### src/rtl/fifo_wr_arbiter.sv
`default_nettype none
// ============================================================================
// Module   : fifo_wr_arbiter
// Brief    : Round-robin, burst-locked sharing of one async-FIFO write port
//            among NUM_REQ requesters in the write clock domain.
// Revision : 1.0
// ============================================================================
module fifo_wr_arbiter #(
    parameter int DATA_WIDTH = 8,
    parameter int NUM_REQ    = 4,
    parameter int MAX_BURST  = 4
) (
    input  logic                          i_wclk,
    input  logic                          i_wrst,
    input  logic [NUM_REQ-1:0]            i_req,
    input  logic [NUM_REQ*DATA_WIDTH-1:0] i_data,
    output logic [NUM_REQ-1:0]            o_ack,
    input  logic                          i_wfull,
    output logic                          o_winc,
    output logic [DATA_WIDTH-1:0]         o_wdata,
    output logic [NUM_REQ-1:0]            o_grant,
    output logic                          o_busy
);

    localparam int IDXW = $clog2(NUM_REQ);
    localparam int BCW  = $clog2(MAX_BURST + 1);

    typedef enum logic [0:0] {
        S_IDLE  = 1'b0,
        S_GRANT = 1'b1
    } state_t;

    state_t            state_q;
    logic [IDXW-1:0]   gidx_q;
    logic [IDXW-1:0]   lp_q;
    logic [BCW-1:0]    bc_q;

    logic [DATA_WIDTH-1:0] w_words [NUM_REQ];
    logic                  w_busy;
    logic                  w_acc;
    logic                  w_rel;
    logic [IDXW-1:0]       w_base;
    logic [IDXW-1:0]       w_idx;
    logic [IDXW-1:0]       w_pick;
    logic                  w_found;

    genvar k;
    generate
        for (k = 0; k < NUM_REQ; k++) begin : g_words
            assign w_words[k] = i_data[k*DATA_WIDTH +: DATA_WIDTH];
        end
    endgenerate

    assign w_busy = (state_q == S_GRANT);
    // Reset gates the strobe so a burst interrupted by reset never writes.
    assign w_acc  = w_busy && i_req[gidx_q] && !i_wfull && !i_wrst;
    assign w_rel  = w_busy && ((w_acc && (bc_q == BCW'(MAX_BURST - 1))) || !i_req[gidx_q]);

    // Rotation starts after the requester just released, so the same-edge
    // re-arbitration already sees the updated last-served pointer.
    assign w_base = w_rel ? gidx_q : lp_q;

    always_comb begin
        w_idx   = '0;
        w_pick  = '0;
        w_found = 1'b0;
        // Descending scan: the last hit is the nearest requester after w_base.
        for (int i = NUM_REQ; i >= 1; i--) begin
            w_idx = IDXW'((int'(w_base) + i) % NUM_REQ);
            if (i_req[w_idx]) begin
                w_pick  = w_idx;
                w_found = 1'b1;
            end
        end
    end

    always_ff @(posedge i_wclk) begin
        if (i_wrst) begin
            state_q <= S_IDLE;
            gidx_q  <= '0;
            lp_q    <= IDXW'(NUM_REQ - 1);
            bc_q    <= '0;
        end else begin
            case (state_q)
                S_IDLE: begin
                    if (w_found) begin
                        state_q <= S_GRANT;
                        gidx_q  <= w_pick;
                        bc_q    <= '0;
                    end
                end
                S_GRANT: begin
                    if (w_rel) begin
                        lp_q <= gidx_q;
                        bc_q <= '0;
                        if (w_found) begin
                            gidx_q <= w_pick;
                        end else begin
                            state_q <= S_IDLE;
                        end
                    end else if (w_acc) begin
                        bc_q <= bc_q + BCW'(1);
                    end
                end
                default: state_q <= S_IDLE;
            endcase
        end
    end

    always_comb begin
        o_ack   = '0;
        o_grant = '0;
        o_wdata = '0;
        if (w_busy) begin
            o_grant[gidx_q] = 1'b1;
            o_wdata         = w_words[gidx_q];
        end
        if (w_acc) begin
            o_ack[gidx_q] = 1'b1;
        end
    end

    assign o_winc = w_acc;
    assign o_busy = w_busy;

endmodule
`default_nettype wire

### config.mk
export PLATFORM = sky130hd
export DESIGN_NAME = fifo_wr_arbiter
export DESIGN_NICKNAME = d
export VERILOG_FILES = /design/src/rtl/fifo_wr_arbiter.sv
export SDC_FILE = /design/constraint.sdc
export NUM_CORES = 1
export LEC_CHECK = 0
export CAP_MARGIN = 20
export CORE_AREA = 2 2 53 55
export CTS_CLUSTER_DIAMETER = 120
export DETAILED_ROUTE_END_ITERATION = 8
export DIE_AREA = 0 0 55 57
export GPL_ROUTABILITY_DRIVEN = 0
export PLACE_DENSITY = 0.82
export SLEW_MARGIN = 20
export SYNTH_ARGS = -nofsm -noshare
export SYNTH_HDL_FRONTEND = slang
export SYNTH_SLANG_ARGS = --single-unit
### constraint.sdc
create_clock -name i_wclk -period 5.6 [get_ports i_wclk]
set_clock_uncertainty 0.1 [all_clocks]
set_input_delay 0.84 -clock i_wclk [delete_from_list [all_inputs] [get_ports i_wclk]]
set_output_delay 0.84 -clock i_wclk [all_outputs]
set_load 0.02 [all_outputs]
## Word-level counts from Yosys, hierarchy flattened

Index checks and enable logic that the tools add are counted.

- Flip-flop bits (word level): 8
- Input port bits: 39

- Bitwise logic cells: 2
- Mux-type cells: 37
- Add/sub/neg operators: 5
- Reduce and logical (&&, ||, !) cells: 11
- Equality and inequality tests: 4
- Magnitude comparators: 7

Operators with widths:

| operator | number |
|---|---|
| $mux 8 | 3 |
| $bmux 8 s2 | 1 |
| $lt 2x3->1 const B | 5 |
| $mux 2 | 7 |
| $mux 1 | 12 |
| $bmux 1 s2 | 5 |
| $mux 3 | 3 |
| $mux 4 | 2 |
| $logic_and 1x1->1 | 6 |
| $pmux 3 s2 | 1 |
| $add 2x1->2 const B | 2 |
| $add 2x2->2 const B | 2 |
| $pmux 2 s2 | 1 |
| $add 3x1->3 const B | 1 |
| $eq 3x2->1 const B | 1 |
| $ge 3x3->1 const B | 1 |
| $logic_not 1->1 | 3 |
| $ne 3x1->1 const B | 1 |
| $not 2->3 | 1 |
| $demux 1 s2 | 1 |
| $ge 2x1->1 const B | 1 |
| $ne 2x1->1 const B | 1 |
| $ne 2x2->1 const B | 1 |
| $pmux 1 s2 | 1 |
| 3 further kinds | 3 |

## Depth between registers and ports, before layout

- Depth in word-level cells: 19
- Depth in mapped cells: 8
- Depth with buffers taken out: 7

## Least setup slack after synthesis

No wires, ideal clock.

- Kind: in2out
- Start point: in i_req[2]
- End point: out o_ack[3]
- Path slack: 2,648 ps
- Arrival time: 2,012 ps
- Stages on the path: 5
- Cell sequence: buf_6 -> mux4_2 -> nand3_1 -> inv_1 -> and3_1

- Cells in the longest elaborated chain, start to end: 6

RTL lines:

| item | line | text |
|---|---|---|
| from (decl) | 15 | `input logic [NUM_REQ-1:0] i_req,` |
| $bmux 1 s2 | 56 | `assign w_acc = w_busy && i_req[gidx_q] && !i_wfull && !i_wrst;` |
| $mux 1 (implied by the code) | 56 |  |
| $logic_and 1x1->1 (3 in a row) | 56 |  |
| via o_winc | 19 | `output logic o_winc,` |
| $mux 4 | 118 | `if (w_acc) begin` |
| to (decl) | 17 | `output logic [NUM_REQ-1:0] o_ack,` |

The timed path passes the listed nets, and every way through them passes these cells. The select of a mux whose other input is x is not followed.

## Worst setup path after layout

- Start point: in i_req[2]
- End point: out o_ack[3]

- Cells in the longest elaborated chain, start to end: 6

RTL lines:

| item | line |
|---|---|
| $bmux 1 s2 | 56 |
| $mux 1 (implied by the code) | 56 |
| $logic_and 1x1->1 (3 in a row) | 56 |
| $mux 4 | 118 |

Every way passes these cells. The select of a mux whose other input is x is not followed.

==> run_summary.xml <==
<?xml version="1.0" encoding="UTF-8"?>
<metrics>
  <group name="clocking">
    <metric name="post_cts_clock_slew_at_the_launch_and_capture_registers_of_the_worst_setup_and_hold_paths" unit="ps">50</metric>
    <metric name="h_tree_level_count" unit="">1</metric>
    <metric name="cts-resized-gates" unit="">0</metric>
    <metric name="postCtsHoldBufs" unit="">0</metric>
    <metric name="clk_root_buffer_cell" unit="">clkbuf_4</metric>
    <metric name="clock_latency_late_sink" unit="ps">260</metric>
    <metric name="cts_inserted_buffers" unit="">3</metric>
    <metric name="tritoncts" unit="">built</metric>
    <metric name="cts.sinks" unit="">8</metric>
    <metric name="max-clock-path-buffers" unit="">2</metric>
    <metric name="post-cts-setup-buffers" unit="">0</metric>
  </group>
  <group name="global_routing">
    <metric name="antenna_violations_before_repair" unit="">0</metric>
    <metric name="grt_pass1_vias" unit="">971</metric>
    <metric name="grt_use_total" unit="%">18.6</metric>
    <metric name="maximum_number_of_pins_on_one_net_before_global_route_repair" unit="">23</metric>
    <metric name="grt_first_pass_wirelength" unit="µm">4330</metric>
    <metric name="grt_overflow" unit="">0</metric>
  </group>
  <group name="synthesis">
    <metric name="synth-simple-area-share" unit="%">26.5</metric>
    <metric name="synth.top_cells.by_area" unit="">mux4_2 (21%), dfxtp_1 (17%), and2_1 (5.2%), nor2_1 (4.7%), clkbuf_8 (4.3%)</metric>
    <metric name="synth.distinct_cells" unit="">43</metric>
    <metric name="synth-edff-count" unit="">0</metric>
    <metric name="synth_top_family_by_area" unit="">simple AND/OR/NAND/NOR gates</metric>
    <metric name="yosys.cell_count.top_type" unit="">nor2_1</metric>
    <metric name="synth.yosys.warnings" unit="">0</metric>
    <metric name="synth_nets" unit="">146</metric>
    <metric name="synth.avg_cell_area" unit="µm²">9.18</metric>
    <metric name="synth_xor_xnor_area_share" unit="%">1.82</metric>
    <metric name="post_synth_fa_ha_maj_area_fraction" unit="%">2.60</metric>
    <metric name="synth_compound_area_share" unit="%">18.4</metric>
    <metric name="syn_inst" unit="">105</metric>
    <metric name="post_synth_most_frequent_cells" unit="">nor2_1 (12), mux4_2 (9), and2_1 (8), dfxtp_1 (8)</metric>
    <metric name="synth.mux.area_fraction" unit="%">23.4</metric>
    <metric name="synth_largest_type_area_fraction" unit="%">21.0</metric>
    <metric name="async_reset_ff_share" unit="%">0</metric>
    <metric name="yosys_most_used_dff" unit="">dfxtp_1</metric>
    <metric name="yosys_register_bits" unit="">8</metric>
    <metric name="synthesis.area" unit="µm²">963</metric>
    <metric name="yosysTopAreaCell" unit="">mux4_2</metric>
    <metric name="synth_sequential_area_ratio" unit="%">16.6</metric>
  </group>
  <group name="placed_design">
    <metric name="placed_cell_area" unit="mm²">0.00148</metric>
    <metric name="portBuffers" unit="">56</metric>
    <metric name="dp_slack" unit="ps">1720</metric>
    <metric name="dpl.hpwl" unit="µm">2110</metric>
  </group>
  <group name="floorplanning">
    <metric name="die_width" unit="µm">55</metric>
    <metric name="floorplan.core_area" unit="mm²">0.00262</metric>
    <metric name="die-height" unit="µm">57</metric>
    <metric name="floorplan.initialDensity" unit="%">36.8</metric>
    <metric name="fp-row-count" unit="">19</metric>
    <metric name="die_area" unit="mm²">0.00314</metric>
    <metric name="boundaryPins" unit="">57</metric>
  </group>
  <group name="routing">
    <metric name="wl_per_cell" unit="µm">14.8</metric>
    <metric name="route.detailed.vias_per_inst" unit="">5.58</metric>
    <metric name="drc_violations_left" unit="">0</metric>
    <metric name="via_count" unit="">1037</metric>
    <metric name="final_antenna_net_count" unit="">0</metric>
    <metric name="detail_route.wirelength" unit="µm">2760</metric>
    <metric name="first_iter_violations" unit="">28</metric>
    <metric name="detailedRoute.firstPassIterationCount" unit="">4</metric>
  </group>
  <group name="worst_setup_path">
    <metric name="crit_path_max_fanout" unit="">10</metric>
    <metric name="largest_stage_delay_on_the_critical_path" unit="ps">610</metric>
    <metric name="worstSetupEndpointType" unit="">output port</metric>
    <metric name="start_kind" unit="">input port</metric>
    <metric name="timing.critical_path.mode_cell" unit="">clkdlybuf4s50_1</metric>
    <metric name="critical_path.cell_chain" unit="">clkdlybuf4s50_1 -&gt; mux4_2 -&gt; nand3_1 -&gt; inv_1 -&gt; and3_1 -&gt; clkdlybuf4s50_1</metric>
    <metric name="required_time_of_the_critical_path" unit="ps">4660</metric>
    <metric name="worstSetupPathType" unit="">in -&gt; out</metric>
    <metric name="slowest_cp_cell" unit="">mux4_2</metric>
    <metric name="critical_path_arrival" unit="ps">2950</metric>
  </group>
  <group name="final_layout">
    <metric name="antennaDiodeCount" unit="">0</metric>
    <metric name="fillers" unit="">249</metric>
    <metric name="drive_above_1_share" unit="%">14.2</metric>
    <metric name="final_design_area_no_fill" unit="mm²">0.00151</metric>
    <metric name="area_delta_synth_final" unit="%">56.2</metric>
    <metric name="nNetsFinal" unit="">198</metric>
  </group>
  <group name="power_and_ir_drop">
    <metric name="power.density_cell_area" unit="mW/mm²">185</metric>
    <metric name="peakVddDrop" unit="mV">0.120</metric>
    <metric name="static-leakage-power" unit="nW">0.571</metric>
  </group>
  <group name="sta">
    <metric name="finish_stage_setup_viols" unit="">0</metric>
    <metric name="post-route-period-util" unit="%">69.4</metric>
    <metric name="timing.final.crit_period" unit="ps">3890</metric>
    <metric name="fin_tns_setup" unit="ps">0</metric>
    <metric name="maxClockFrequency" unit="MHz">257</metric>
    <metric name="hold_slack" unit="ps">387</metric>
    <metric name="final-max-slew-violation-count" unit="">0</metric>
    <metric name="unrepaired_setup_endpoints_after_global_routing" unit="">false</metric>
    <metric name="finalHoldViolCount" unit="">0</metric>
    <metric name="timing.slew.headroom" unit="%">39.0</metric>
    <metric name="tightest_slew" unit="ps">913</metric>
    <metric name="fin_ws" unit="ps">1710</metric>
  </group>
  <group name="job">
    <metric name="max_cap_violations" unit="">0</metric>
  </group>
  <group name="outcome">
    <metric name="run_status" unit="">finished clean</metric>
  </group>
  <group name="hold_path">
    <metric name="hp-class" unit="">reg -&gt; reg</metric>
  </group>
</metrics>
[placed cells by master (no fill, tap or decap), types with 2 or more instances in the layout]
cell and count:
mux2_2 2, nor3b_1 2, dfxtp_1 8, and2_1 8
o211ai_1 2, a311oi_1 2, ha_1 2, o21ai_0 3
nand3_1 2, clkdlybuf4s50_1 56, a21oi_1 4, nand4_1 2
and3_1 2, mux4_2 9, clkbuf_4 3, nand2_1 6
a31oi_1 2, nor2_1 12, inv_1 6
[logic make-up after synthesis]
kind of cell,after synthesis
and+or+nand+nor,45
AOI/OAI and AO/OA,22
buffers and inverters,15
muxes,11
DFF,8
xor gates and xnor gates,2
adders and majority gates,2
[cell type report]
cell class | instances | area (µm²) | area share [%]
Tap cell | 31 | 38.8 | 2.58
Multi-Input combinational cell | 82 | 701 | 46.6
Timing Repair Buffer | 56 | 561 | 37.2
Sequential cell | 8 | 160 | 10.6
Inverter | 6 | 22.5 | 1.50
Clock buffer | 3 | 22.5 | 1.50
[flip-flops by register name, indices dropped and copies added (netlist names)]
signal  flops
lp_q        2
o_busy      1
bc_q        3
gidx_q      2
[power breakdown]
group          total [W]  switching [W]  internal [W]
Clock          0.0000464      0.0000217     0.0000247
Sequential     0.0000857      0.0000235     0.0000622
Combinational   0.000147      0.0000553     0.0000913
Total           0.000279       0.000101      0.000178
[worst max-delay path, delay by kind of cell]
family,cells,cell delay (ps)
mux,1,610
simple gates,2,340
buf+inv,3,1170
[per-stage QoR]
step,power [W],util (%),instances
floorplan,0.000177,-,105
finish,0.000279,57.6,186
CTS,0.000281,57.6,186
global route,0.000297,57.6,186
detailed placement,0.000233,56.7,183
global placement,0.000229,56.7,183
[layer usage]
layer  wire length, µm  GRT usage [%]  share of wire [%]
met2              1480           35.0                 53
met3               272           3.14                9.8
met5                 0              0                  0
met1               983           20.7                 36
met4                31           4.53                1.1
[worst paths after layout]
path | start | endpoint | slack (ps) | cells past startpoint
max reg2reg | gidx_q[0]$_SDFFE_PP0P_ | gidx_q[0]$_SDFFE_PP0P_ | 2840 | 5
min reg2reg | bc_q[2]$_SDFFE_PP0P_ | bc_q[2]$_SDFFE_PP0P_ | 390 | 2
max | i_req[2] | o_ack[3] | 1710 | 6
min | bc_q[2]$_SDFFE_PP0P_ | bc_q[2]$_SDFFE_PP0P_ | 390 | 2
Note: power is estimated with default switching activity, not from simulation.
